===== src/rtl/link_pkg.sv =====
// Shared constants and types for the 4-slot bit-serial register link.
package link_pkg;

  localparam int LINK_SLOTS  = 4;
  localparam int LINK_WORD_W = 32;
  localparam int LINK_EDGES  = 133;
  localparam int LINK_BUS_W  = LINK_SLOTS * LINK_WORD_W;

  typedef enum logic [2:0] {
    ST_IDLE,
    ST_SYNC_LO,
    ST_SYNC_HI,
    ST_SHIFT_LO,
    ST_SHIFT_HI,
    ST_FINISH
  } link_state_e;

  typedef logic [LINK_WORD_W-1:0] link_word_t;

  // During slot k the master sends the word that the next sync commits, i.e. (k+1) mod 4.
  function automatic logic [1:0] tx_word_sel(input logic [2:0] slot);
    return slot[1:0] + 2'd1;
  endfunction

endpackage


===== src/rtl/sync2.sv =====
// Generic two-flop synchronizer for asynchronous inputs into the clk_sys domain.
module sync2 #(
  parameter int WIDTH = 1
) (
  input  logic             clk_sys,
  input  logic             sys_reset,
  input  logic [WIDTH-1:0] d_i,
  output logic [WIDTH-1:0] q_o
);

  logic [WIDTH-1:0] meta_q;
  logic [WIDTH-1:0] sync_q;

  always_ff @(posedge clk_sys) begin
    if (sys_reset) begin
      meta_q <= '0;
      sync_q <= '0;
    end else begin
      // NOTE: non-blocking keeps two real stages; a blocking chain collapses to one flop.
      meta_q <= d_i;
      sync_q <= meta_q;
    end
  end

  assign q_o = sync_q;

endmodule


===== src/rtl/serial_link_master.sv =====
// Master end of the 4-slot serial register link: generates clk_data/data_sync_en,
// shifts tx words out LSB first and collects the slave's output slots.
module serial_link_master
  import link_pkg::*;
#(
  parameter int HALF_DIV = 4
) (
  input  logic                  clk_sys,
  input  logic                  sys_reset,
  input  logic                  start,
  input  logic [LINK_BUS_W-1:0] tx_words,
  output logic [LINK_BUS_W-1:0] rx_words,
  output logic                  busy,
  output logic                  done,
  output logic                  clk_data,
  output logic                  data_sync_en,
  output logic                  datainbit,
  input  logic                  dataoutbit
);

  localparam logic [7:0] HALF_LAST = 8'(HALF_DIV - 1);

  link_state_e state_q;
  logic [7:0]  half_cnt_q;
  logic [4:0]  bit_idx_q;
  logic [2:0]  slot_q;

  logic [LINK_SLOTS-1:0][LINK_WORD_W-1:0] tx_shadow_q;
  logic [LINK_SLOTS-1:0][LINK_WORD_W-1:0] rx_words_q;
  link_word_t                             rx_shift_q;

  logic busy_q, done_q, clk_data_q, sync_en_q, datain_q;

  logic       dout_sync;
  logic       half_last;
  logic [4:0] bit_idx_d;
  logic       tx_bit_d;

  sync2 #(.WIDTH(1)) u_dout_sync (
    .clk_sys   (clk_sys),
    .sys_reset (sys_reset),
    .d_i       (dataoutbit),
    .q_o       (dout_sync)
  );

  assign half_last = (half_cnt_q == HALF_LAST);
  // Bit to present on the next SHIFT_LO entry: bit 0 after a sync, else the following bit.
  assign bit_idx_d = (state_q == ST_SHIFT_HI) ? bit_idx_q + 5'd1 : 5'd0;
  assign tx_bit_d  = tx_shadow_q[tx_word_sel(slot_q)][bit_idx_d];

  always_ff @(posedge clk_sys) begin
    if (sys_reset) begin
      state_q     <= ST_IDLE;
      half_cnt_q  <= '0;
      bit_idx_q   <= '0;
      slot_q      <= '0;
      tx_shadow_q <= '0;
      // NOTE: rx_words_q is plain flops, not a RAM, so it is cleared with the control state.
      rx_words_q  <= '0;
      rx_shift_q  <= '0;
      busy_q      <= 1'b0;
      done_q      <= 1'b0;
      clk_data_q  <= 1'b0;
      sync_en_q   <= 1'b0;
      datain_q    <= 1'b0;
    end else begin
      done_q <= 1'b0;

      if (state_q inside {ST_SYNC_LO, ST_SYNC_HI, ST_SHIFT_LO, ST_SHIFT_HI}) begin
        half_cnt_q <= half_last ? 8'd0 : half_cnt_q + 8'd1;
      end

      case (state_q)
        ST_IDLE: begin
          if (start) begin
            tx_shadow_q <= tx_words;
            state_q     <= ST_SYNC_LO;
            busy_q      <= 1'b1;
            clk_data_q  <= 1'b0;
            sync_en_q   <= 1'b1;
            datain_q    <= 1'b0;
            half_cnt_q  <= '0;
            bit_idx_q   <= '0;
            slot_q      <= '0;
          end
        end

        ST_SYNC_LO: begin
          if (half_last) begin
            state_q    <= ST_SYNC_HI;
            clk_data_q <= 1'b1;
          end
        end

        ST_SYNC_HI: begin
          if (half_last) begin
            clk_data_q <= 1'b0;
            sync_en_q  <= 1'b0;
            if (slot_q == 3'd4) begin
              state_q  <= ST_FINISH;
              busy_q   <= 1'b0;
              done_q   <= 1'b1;
              datain_q <= 1'b0;
              slot_q   <= '0;
            end else begin
              state_q   <= ST_SHIFT_LO;
              bit_idx_q <= bit_idx_d;
              datain_q  <= tx_bit_d;
            end
          end
        end

        ST_SHIFT_LO: begin
          if (half_last) begin
            state_q    <= ST_SHIFT_HI;
            clk_data_q <= 1'b1;
            rx_shift_q <= {dout_sync, rx_shift_q[LINK_WORD_W-1:1]};
          end
        end

        ST_SHIFT_HI: begin
          if (half_last) begin
            clk_data_q <= 1'b0;
            if (bit_idx_q == 5'd31) begin
              rx_words_q[slot_q[1:0]] <= rx_shift_q;
              state_q   <= ST_SYNC_LO;
              slot_q    <= slot_q + 3'd1;
              bit_idx_q <= '0;
              sync_en_q <= 1'b1;
              datain_q  <= 1'b0;
            end else begin
              state_q   <= ST_SHIFT_LO;
              bit_idx_q <= bit_idx_d;
              datain_q  <= tx_bit_d;
            end
          end
        end

        ST_FINISH: state_q <= ST_IDLE;

        default: state_q <= ST_IDLE;
      endcase
    end
  end

  assign rx_words     = rx_words_q;
  assign busy         = busy_q;
  assign done         = done_q;
  assign clk_data     = clk_data_q;
  assign data_sync_en = sync_en_q;
  assign datainbit    = datain_q;

endmodule


===== config.mk =====
export PLATFORM = sky130hd
export DESIGN_NAME = serial_link_master
export DESIGN_NICKNAME = d
export VERILOG_FILES = /design/src/rtl/link_pkg.sv /design/src/rtl/sync2.sv /design/src/rtl/serial_link_master.sv
export SDC_FILE = /design/constraint.sdc
export NUM_CORES = 1
export LEC_CHECK = 0
export ABC_AREA = 1
export CORE_ASPECT_RATIO = 1.2
export CORE_MARGIN = 3
export CORE_UTILIZATION = 45
export CTS_CLUSTER_DIAMETER = 200
export DETAILED_ROUTE_END_ITERATION = 12
export GPL_TIMING_DRIVEN = 1
export HOLD_SLACK_MARGIN = 0.15
export PLACE_DENSITY = 0.74
export SYNTH_ARGS = -nofsm -noshare
export SYNTH_HDL_FRONTEND = slang
export SYNTH_HIERARCHICAL = 1
export SYNTH_SLANG_ARGS = --single-unit

===== constraint.sdc =====
create_clock -name clk_sys -period 2.83 [get_ports clk_sys]
set_input_delay 0.566 -clock clk_sys [delete_from_list [all_inputs] [get_ports clk_sys]]
set_output_delay 0.566 -clock clk_sys [all_outputs]
set_load 0.005 [all_outputs]

# Word level (Yosys, flattened, before mapping)
# Cells that the tools add are included.
# totals
reg_bits	314
mem_bits_rw	0
latchBits	0
n_memories	0
in_bits	132
romBits	0
# classes
div	0
n_addsub	4
muxes	49
magnitude_cmp	4
multipliers	0
n_eq_ne	17
shift	0
n_bitwise	2
n_reduce_logical	19
# op_table
cell	count
128-bit bitwise mux	1
32-bit binary-select mux with 2-bit select	1
32-bit demux with 2-bit select	1
32-bit two-way mux	2
3-bit two-way mux	11
8-bit two-way mux	4
5-bit two-way mux	6
3-bit one-hot mux with 5 select lines	1
5-bit one-hot mux with 3 select lines	1
5-bit AND reduction	3
1-bit two-way mux	14
2-bit != test, second input constant	6
4-bit AND reduction	3
1-bit one-hot mux with 3 select lines	3
3-bit one-hot mux with 3 select lines	1
8-bit by 1-bit adder with 8-bit output, second input constant	1
8-bit by 2-bit equality test with 1-bit output, second input constant	1
2-bit by 1-bit != test with 1-bit output, second input constant	4
3-bit by 2-bit equality test with 1-bit output, second input constant	2
3-bit equality test, second input constant	2
2-bit by 3-bit < comparator with 1-bit output, second input constant	2
5-bit by 6-bit < comparator with 1-bit output, second input constant	1
6-bit AND reduction	1
3-bit nonzero test	2
18 further kinds	21

# Logic depth before layout (Yosys ltp)
# Gate-level depths: netlist of the first run.
# logic_depth
depth_word	8
depth_mapped	19
ltp_nobuf	14

# Hierarchy
# The synthesis of the first run kept the hierarchy.
# modules_own_cells
mod	cells_each	area_each_um2	n_inst
serial_link_master	1699	12574.6	1
sync2	6	55.1	1

# Least setup slack after synthesis of the first run
# No wires, ideal clock.
# synth_timing
path_type	flip-flop to flip-flop
start	register slot_q[0]
end	register datain_q, in the netlist datainbit
path_stages_with_launch	20
t_required_ns	2.698
path_slack_ns	0.331
synth_period_minus_slack_ns	2.499
setup_time_ns	0.132
arrival_time_ns	2.366
path_buffers	5
cell_sequence	dfxtp_1 buf_2 inv_2 buf_2 buf_2 ha_1 clkbuf_1 inv_1 clkbuf_1 nand3_1 nand2_1 nand2_1 nand3_1 nand3_1 nand3_1 nand2_1 nand2_1 nand2_1 nand2_1 a21oi_1
# synth_between
elab_chain_cells	8
# synth_lines
element	line_no	text
start, declared	serial_link_master.sv:26	logic [2:0] slot_q;
start signal, assigned	serial_link_master.sv:127	slot_q <= slot_q + 3'd1;
2-bit by 1-bit adder with 2-bit output	link_pkg.sv:22	return slot[1:0] + 2'd1;
32-bit binary-select mux with 2-bit select	serial_link_master.sv:49	assign tx_bit_d = tx_shadow_q[tx_word_sel(slot_q)][bit_idx_d];
32-bit two-way mux (implied by the code)	serial_link_master.sv:49	
1-bit binary-select mux with 5-bit select	serial_link_master.sv:49	
1-bit two-way mux (implied by the code)	serial_link_master.sv:49	
1-bit two-way mux, on equally long branches	serial_link_master.sv:124, serial_link_master.sv:99	
1-bit two-way mux, on equally long branches	serial_link_master.sv:122, serial_link_master.sv:96	
1-bit one-hot mux with 3 select lines (*)	serial_link_master.sv:73	case (state_q)
end signal, assigned	serial_link_master.sv:108	datain_q <= tx_bit_d;
end signal, assigned	serial_link_master.sv:134	datain_q <= tx_bit_d;
end, declared	serial_link_master.sv:32	logic busy_q, done_q, clk_data_q, sync_en_q, datain_q;
# Every way passes the cells marked *; elsewhere a longest branch is shown, timed or not. The select of a mux whose other input is x is not followed.
# A chain may end at the register's enable or synchronous reset.

# Worst setup path in the final report of the first run
# layout_timing
start	register state_q[1]
end	register datain_q, in the netlist datainbit
# layout_between
elab_chain_cells	7
# layout_lines
element	line_no	text
start, declared	serial_link_master.sv:23	link_state_e state_q;
start signal, assigned	serial_link_master.sv:53	state_q <= ST_IDLE;
start signal, assigned	serial_link_master.sv:77	state_q <= ST_SYNC_LO;
start signal, assigned	serial_link_master.sv:90	state_q <= ST_SYNC_HI;
3-bit equality test	serial_link_master.sv:48, serial_link_master.sv:73	
5-bit two-way mux	serial_link_master.sv:48	assign bit_idx_d = (state_q == ST_SHIFT_HI) ? bit_idx_q + 5'd1 : 5'd0;
1-bit binary-select mux with 5-bit select	serial_link_master.sv:49	
1-bit two-way mux (implied by the code)	serial_link_master.sv:49	
1-bit two-way mux, on equally long branches	serial_link_master.sv:124, serial_link_master.sv:99	
1-bit two-way mux, on equally long branches	serial_link_master.sv:122, serial_link_master.sv:96	
1-bit one-hot mux with 3 select lines	serial_link_master.sv:73	
# Parallel ways exist; a longest one is shown, timed or not. The select of a mux whose other input is x is not followed.

==> reports/metrics.yaml, run 1 <==
run_status:
  status: "completed"
worst_setup_path:
  critPathLaunchType: "register"
  crit_type: "register to register"
  crit_path_end_kind: "register"
  worstPathRequired_ns: 3.30
  cp.arrival_ns: 2.75
  critPathMaxFanout: 17
drt:
  routed_wl_um: 35900
  dr_total_vias: 11800
  drt-initial-drc-count: 993
  ant_nets: 0
  wire_per_inst_um: 15.6
  post-route-drc-count: 0
  via_per_inst: 5.14
  first_pass_iters: 7
floorplan:
  die_w_um: 159
  start_util: 0.462
  row_count: 66
  io_pins: 265
  core_um2: 27300
  die_h_um: 190
  dieArea_um2: 30100
grt:
  first_global_vias: 10900
  grt_pass1_wl_um: 56400
  track_usage: 0.225
  grt_antenna_before_repair: 3
  gr-total-overflow: 0
  grt_max_degree: 140
clock_network:
  numCtsBuffers: 30
  post-cts-setup-buffer-count: 0
  cts-resized-gates: 0
  clk_latency_ns: 0.55
  cts-root-buf: "clkbuf_16"
  cts_tree: "done"
  cts.sinks: 314
  cts.htree.levels: 1
  cts.clk_slew.worst_paths_ns: 0.06
  clockBufferDepth: 3
  cts_hold_buf: 0
cells_and_area:
  multiInputGateArea_um2: 5230
  final_cell_mix: "nor2_1, dfxtp_1, clkdlybuf4s50_1"
  final_common_cell: "nor2_1"
  layout.nets: 2043
  synthToLayoutAreaGrowth_pct: 30.1
  regArea_um2: 6290
  fillers: 2484
  drive_gt1_frac: 0.0416
  final_util: 0.601
sta:
  slew_headroom: 0.473
  worstMarginPinSlew_ns: 0.791
  hold_violations: 0
  period_share: 0.804
  max_freq_mhz: 439
  setup_tns_ns: 0
  maxSlewViolCount: 0
  grt_setup_unrepaired: "no"
  fin_skew_ns: 0.0162
  finalCriticalPeriod_ns: 2.28
  finalSetupViolCount: 0
power:
  ir_worst_vdd_v: 0.000490
  p_per_area_nw_per_um2: 620
  power_leakage_uw: 0.00652
job:
  cap_violations: 0
placement:
  gp_congestion: 0.932
  dpl.hpwl_um: 24000
  port_buffers: 264
yosys:
  postSynthNetCount: 1844
  synth_area_per_cell_um2: 7.41
  postSynthCellCount: 1705
  synth_cell_types: 27
  yosysSeqAreaShare: 0.498
  synth.largest_area_cell: "dfxtp_1"
  mappedNetlistArea_um2: 12600
  netlist_top_cells_area: "dfxtp_1, nor2_1, a211oi_1, o21ai_0, inv_1"
  synth_seq_cells: 314
  yosysWarnings: 6
  synth_top_area_share: 0.498
hold_path:
  hp-class: "register to register"
==> sequential cells by signal, summed over array words and instances, names as in the netlist <==
| register | count |
|---|---|
| bit_idx_q | 5 |
| busy | 1 |
| clk_data | 1 |
| data_sync_en | 1 |
| datainbit | 1 |
| done | 1 |
| half_cnt_q | 8 |
| rx_shift_q | 32 |
| rx_words | 128 |
| slot_q | 3 |
| state_q | 3 |
| tx_shadow_q | 128 |
| u_dout_sync/meta_q | 1 |
| u_dout_sync/q_o | 1 |
==> report_power, final <==
part	total [uW]	switching [uW]	internal, uW	leakage (uW)
Sequential	4800	129	4670	0.00256
Clock	3930	1640	2290	0.000476
Combinational	1460	911	551	0.00348
Total	10200	2680	7510	0.00652
==> metal layers <==
layer / vias up / GRT usage / routed length (um)
li1: 5927 / - / -
met1: 5403 / 0.292 / 15200
met2: 421 / 0.387 / 17000
met4: 2 / 0.0721 / 1100
met3: 64 / 0.0365 / 2540
met5: - / 0 / 11
==> synthesized netlist by cell type <==
cell / count
a211oi_1: 131
a21oi_1: 32
buf_1: 4
buf_2: 16
buf_6: 4
clkbuf_1: 90
dfxtp_1: 314
ha_1: 7
inv_1: 169
inv_2: 3
nand2_1: 164
nand2_2: 5
nand3_1: 113
nand3b_1: 1
nand4_1: 2
nor2_1: 452
nor2_2: 5
nor3_1: 3
nor3_2: 1
nor3_4: 1
nor3b_1: 3
nor4_4: 1
o21a_1: 2
o21ai_0: 176
o21ai_1: 1
o21bai_1: 1
xor2_1: 4
==> through the flow <==
step,hold slack [ns],std cells,cell area [um^2],total power [uW],setup WS [ns]
floorplan,0.388,1705,12600,5760,0.331
global placement,0.410,2246,15500,6320,0.526
detailed placement,0.396,2246,15500,6350,0.490
CTS,0.415,2298,16400,10300,0.575
global route,0.445,2300,16400,10600,0.335
finish,0.410,2301,16400,10200,0.554
==> cell families after synthesis <==
| logic type | share of synthesized area |
|---|---|
| fa+ha+maj | 0.00693 |
| xor+xnor | 0.00277 |
| flops | 0.498 |
| compound gates | 0.162 |
| buf+inv | 0.0890 |
| simple gates | 0.241 |
==> worst paths after layout <==
| check | cells past startpoint | to | startpoint | slack, ns |
|---|---|---|---|---|
| worst max-delay path | 13 | datainbit | state_q[1] | 0.55 |
| worst min-delay path | 2 | u_dout_sync/q_o | u_dout_sync/meta_q | 0.41 |
| worst max register to register | 13 | datainbit | state_q[1] | 0.55 |
| worst min register to register | 2 | u_dout_sync/q_o | u_dout_sync/meta_q | 0.41 |
==> cell type report <==
class / count / share of cell area
clock buffer: 48 / 0.0560
multi-input combinational: 1105 / 0.318
timing repair buffer: 281 / 0.172
clock inverter: 4 / 0.00274
sequential: 314 / 0.383
tap: 374 / 0.0285
antenna: 3 / 0.000457
inverter: 172 / 0.0396
==> critical path, cell delays in order, from the launching register on <==
cell	delay, ns
dfxtp_1	0.34
nor2_2	0.18
nand2_2	0.17
nor2_2	0.59
nand3_1	0.24
nand3_1	0.13
nand2_1	0.06
nand2_1	0.05
nand3_1	0.06
nand2_1	0.09
nand2_1	0.05
nand2_1	0.07
nand2_1	0.05
a21oi_1	0.11
No activity file was read; power rests on OpenSTA's default activity.
==> inputs of run 2 (changes only) <==
--- a/config.mk
+++ b/config.mk
@@ -13,7 +13,7 @@
 export DETAILED_ROUTE_END_ITERATION = 12
 export GPL_TIMING_DRIVEN = 1
 export HOLD_SLACK_MARGIN = 0.15
-export PLACE_DENSITY = 0.74
+export PLACE_DENSITY = 0.77
 export SYNTH_ARGS = -nofsm -noshare
 export SYNTH_HDL_FRONTEND = slang
 export SYNTH_HIERARCHICAL = 1
==> constraint.sdc (replaced) <==
create_clock -name clk_sys -period 1.9 [get_ports clk_sys]
set_input_delay 0.38 -clock clk_sys [delete_from_list [all_inputs] [get_ports clk_sys]]
set_output_delay 0.38 -clock clk_sys [all_outputs]
set_load 0.005 [all_outputs]
==> run 2 against run 1 <==
Against the previous run:
- core utilization grew 9.2 points
- combinational power increased by 93%
- count of clock-buffer cells in the layout is 3 lower
- critical path type unchanged
- clock skew up 0.018 ns
- highest routed layer unchanged
- first-iteration DRC count increased by 31%
- largest cell class unchanged
- the flow now finishes with violations (negative setup slack)
==> reports/metrics.yaml, run 2 (synthesized netlist as in run 1, its figures left out) <==
grt:
  grt_pass1_wl_um: 60100
  first_global_vias: 11600
  grt_antenna_before_repair: 3
  track_usage: 0.242
  grt_max_degree: 140
  gr-total-overflow: 0
cells_and_area:
  drive_gt1_frac: 0.185
  fin_cells: 2384
  final_cell_mix: "nor2_1, dfxtp_1, clkdlybuf4s50_1"
  final_common_cell: "nor2_1"
  synthToLayoutAreaGrowth_pct: 50.1
  layout.nets: 2124
hold_path:
  min-delay-start: "sys_reset"
  whs_endpoint: "slot_q[0]"
  min_delay_path_depth: 4
  hp-class: "input pin to register"
drt:
  routed_wl_um: 45700
  dr_total_vias: 13200
  first_pass_iters: 5
  post-route-drc-count: 0
  wire_per_inst_um: 19.1
  ant_nets: 0
  drt-initial-drc-count: 1296
  via_per_inst: 5.53
placement:
  dpl.hpwl_um: 24700
  gp_congestion: 0.877
  port_buffers: 264
  post-place-ws_ns: -0.163
  post-place-cells: 2282
sta:
  final.setup.worst_slack_ns: -0.271
  fin_skew_ns: 0.0341
  slew_headroom: 0.527
  setup_tns_ns: -17.43
  worstMarginPinSlew_ns: 0.709
  finalSetupViolCount: 130
  holdWs_ns: 0.332
  max_freq_mhz: 461
  grt_setup_unrepaired: "yes"
  period_share: 1.14
  maxSlewViolCount: 0
  finalCriticalPeriod_ns: 2.17
  hold_violations: 0
worst_setup_path:
  r2r-start: "bit_idx_q[1]"
  rr_endpoint: "rx_words[38]"
  crit_slowest_cell: "dfxtp_4"
  critPathMaxFanout: 5
  path_common_cell: "buf_6"
  path_cells: "ha_4, nand2_2, nor2_2, ha_2, inv_2, nor3_4, buf_6, buf_8, nand2_8, buf_6, a211oi_1"
  r2r_cells: 11
  crit_buf_inv: 4
  cp.arrival_ns: 2.57
  rrSetupSlack_ns: -0.27
  crit_path_end_kind: "register"
  cp_top_family: "simple AND/OR/NAND/NOR gates"
  critPathLaunchType: "register"
  cpPeakStageDelay_ns: 0.37
  worstPathRequired_ns: 2.29
  crit_type: "register to register"
power:
  ir_worst_vdd_v: 0.000650
  p_per_area_nw_per_um2: 910
  power_leakage_uw: 0.00746
floorplan:
  die_w_um: 159
  row_count: 66
  die_h_um: 190
  start_util: 0.462
  io_pins: 265
  dieArea_um2: 30100
  core_um2: 27300
clock_network:
  cts.htree.levels: 2
  clk_latency_ns: 0.54
  clockBufferDepth: 3
  numCtsBuffers: 34
  cts-root-buf: "clkbuf_16"
  cts.sinks: 314
  cts.clk_slew.worst_paths_ns: 0.06
  cts_tree: "done"
run_status:
  violations: "negative setup slack"
  status: "finished with violations"
job:
  cap_violations: 0
run 2: cell count changes in the layout (fill, tap and decap cells not counted), moves of 14 or more:
cell / before / now
a211oi_1: 131 / 98
a211oi_2: 0 / 33
buf_12: 5 / 19
buf_4: 13 / 36
clkbuf_16: 31 / 49
nand3_1: 113 / 81
nand3_2: 0 / 29
nor2_1: 452 / 354
nor2_2: 4 / 72
nor2_4: 1 / 31
o21ai_0: 176 / 160
run 2: final cells by class:
cell class / count / area (um^2)
clock buffers: 45 / 952
inverters: 172 / 678
multi-input cells: 1107 / 6220
fillers: 1936 / 8380
diodes: 1 / 2.50
well taps: 374 / 468
clock inverters: 15 / 275
flip-flops and latches: 314 / 6300
repair buffers: 356 / 4060
run 2: routing by layer:
metal | vias to the layer above | routed length (um) | track usage
met2 | 807 | 21800 | 0.411
li1 | 6102 | - | -
met4 | 4 | 3220 | 0.103
met5 | - | 27 | 0
met1 | 6053 | 16400 | 0.302
met3 | 218 | 4160 | 0.0470
run 2: worst max-delay path by stage:
stage             startpoint              end  slack [ns]  cells after the start
6_report        bit_idx_q[1]     rx_words[38]       -0.27                     11
5_1_grt         bit_idx_q[1]      rx_words[7]       -0.33                     11
4_1_cts        half_cnt_q[5]     rx_words[41]       -0.10                     11
3_5_place_dp   half_cnt_q[0]     rx_words[41]       -0.16                     10
3_3_place_gp           start  tx_shadow_q[50]       -0.09                      8
2_1_floorplan      slot_q[0]        datainbit       -0.15                     18
run 2: timing repair:
action / in CTS / in global routing
pin swaps: 9 / 32
setup endpoints to repair: 170 / 251
setup buffers: 12 / 3
hold buffers: 0 / 0
resized for setup: 88 / 206
gates cloned: 7 / 23
run 2: where the power goes:
part | internal (uW) | total, uW | switching [uW]
Combinational | 1170 | 2820 | 1640
Sequential | 6960 | 7150 | 195
Clock | 4500 | 7280 | 2770
Total | 12600 | 17200 | 4610
run 2: tightest hold or removal path, delay by kind of cell:
kind,cells,cell delay [ns]
AOI/OAI and AO/OA,2,0.15
buffers and inverters,2,0.27
run 2: stage by stage:
| stage | instance area [um^2] | total power (uW) | utilization |
|---|---|---|---|
| 4_1_cts | 17700 | 16900 | 0.649 |
| 2_1_floorplan | 12700 | 8680 | - |
| 5_1_grt | 19000 | 17800 | 0.693 |
| 6_report | 19000 | 17200 | 0.693 |
| 3_3_place_gp | 16000 | 9630 | 0.584 |
| 3_5_place_dp | 16000 | 9660 | 0.584 |
==> inputs of run 3 (changes only) <==
--- a/config.mk
+++ b/config.mk
@@ -14,6 +14,7 @@
 export GPL_TIMING_DRIVEN = 1
 export HOLD_SLACK_MARGIN = 0.15
 export PLACE_DENSITY = 0.77
+export RECOVER_POWER = 25
 export SYNTH_ARGS = -nofsm -noshare
 export SYNTH_HDL_FRONTEND = slang
 export SYNTH_HIERARCHICAL = 1
==> results of run 3 <==
Final layout, timing and power as in run 2 (identical DEF).
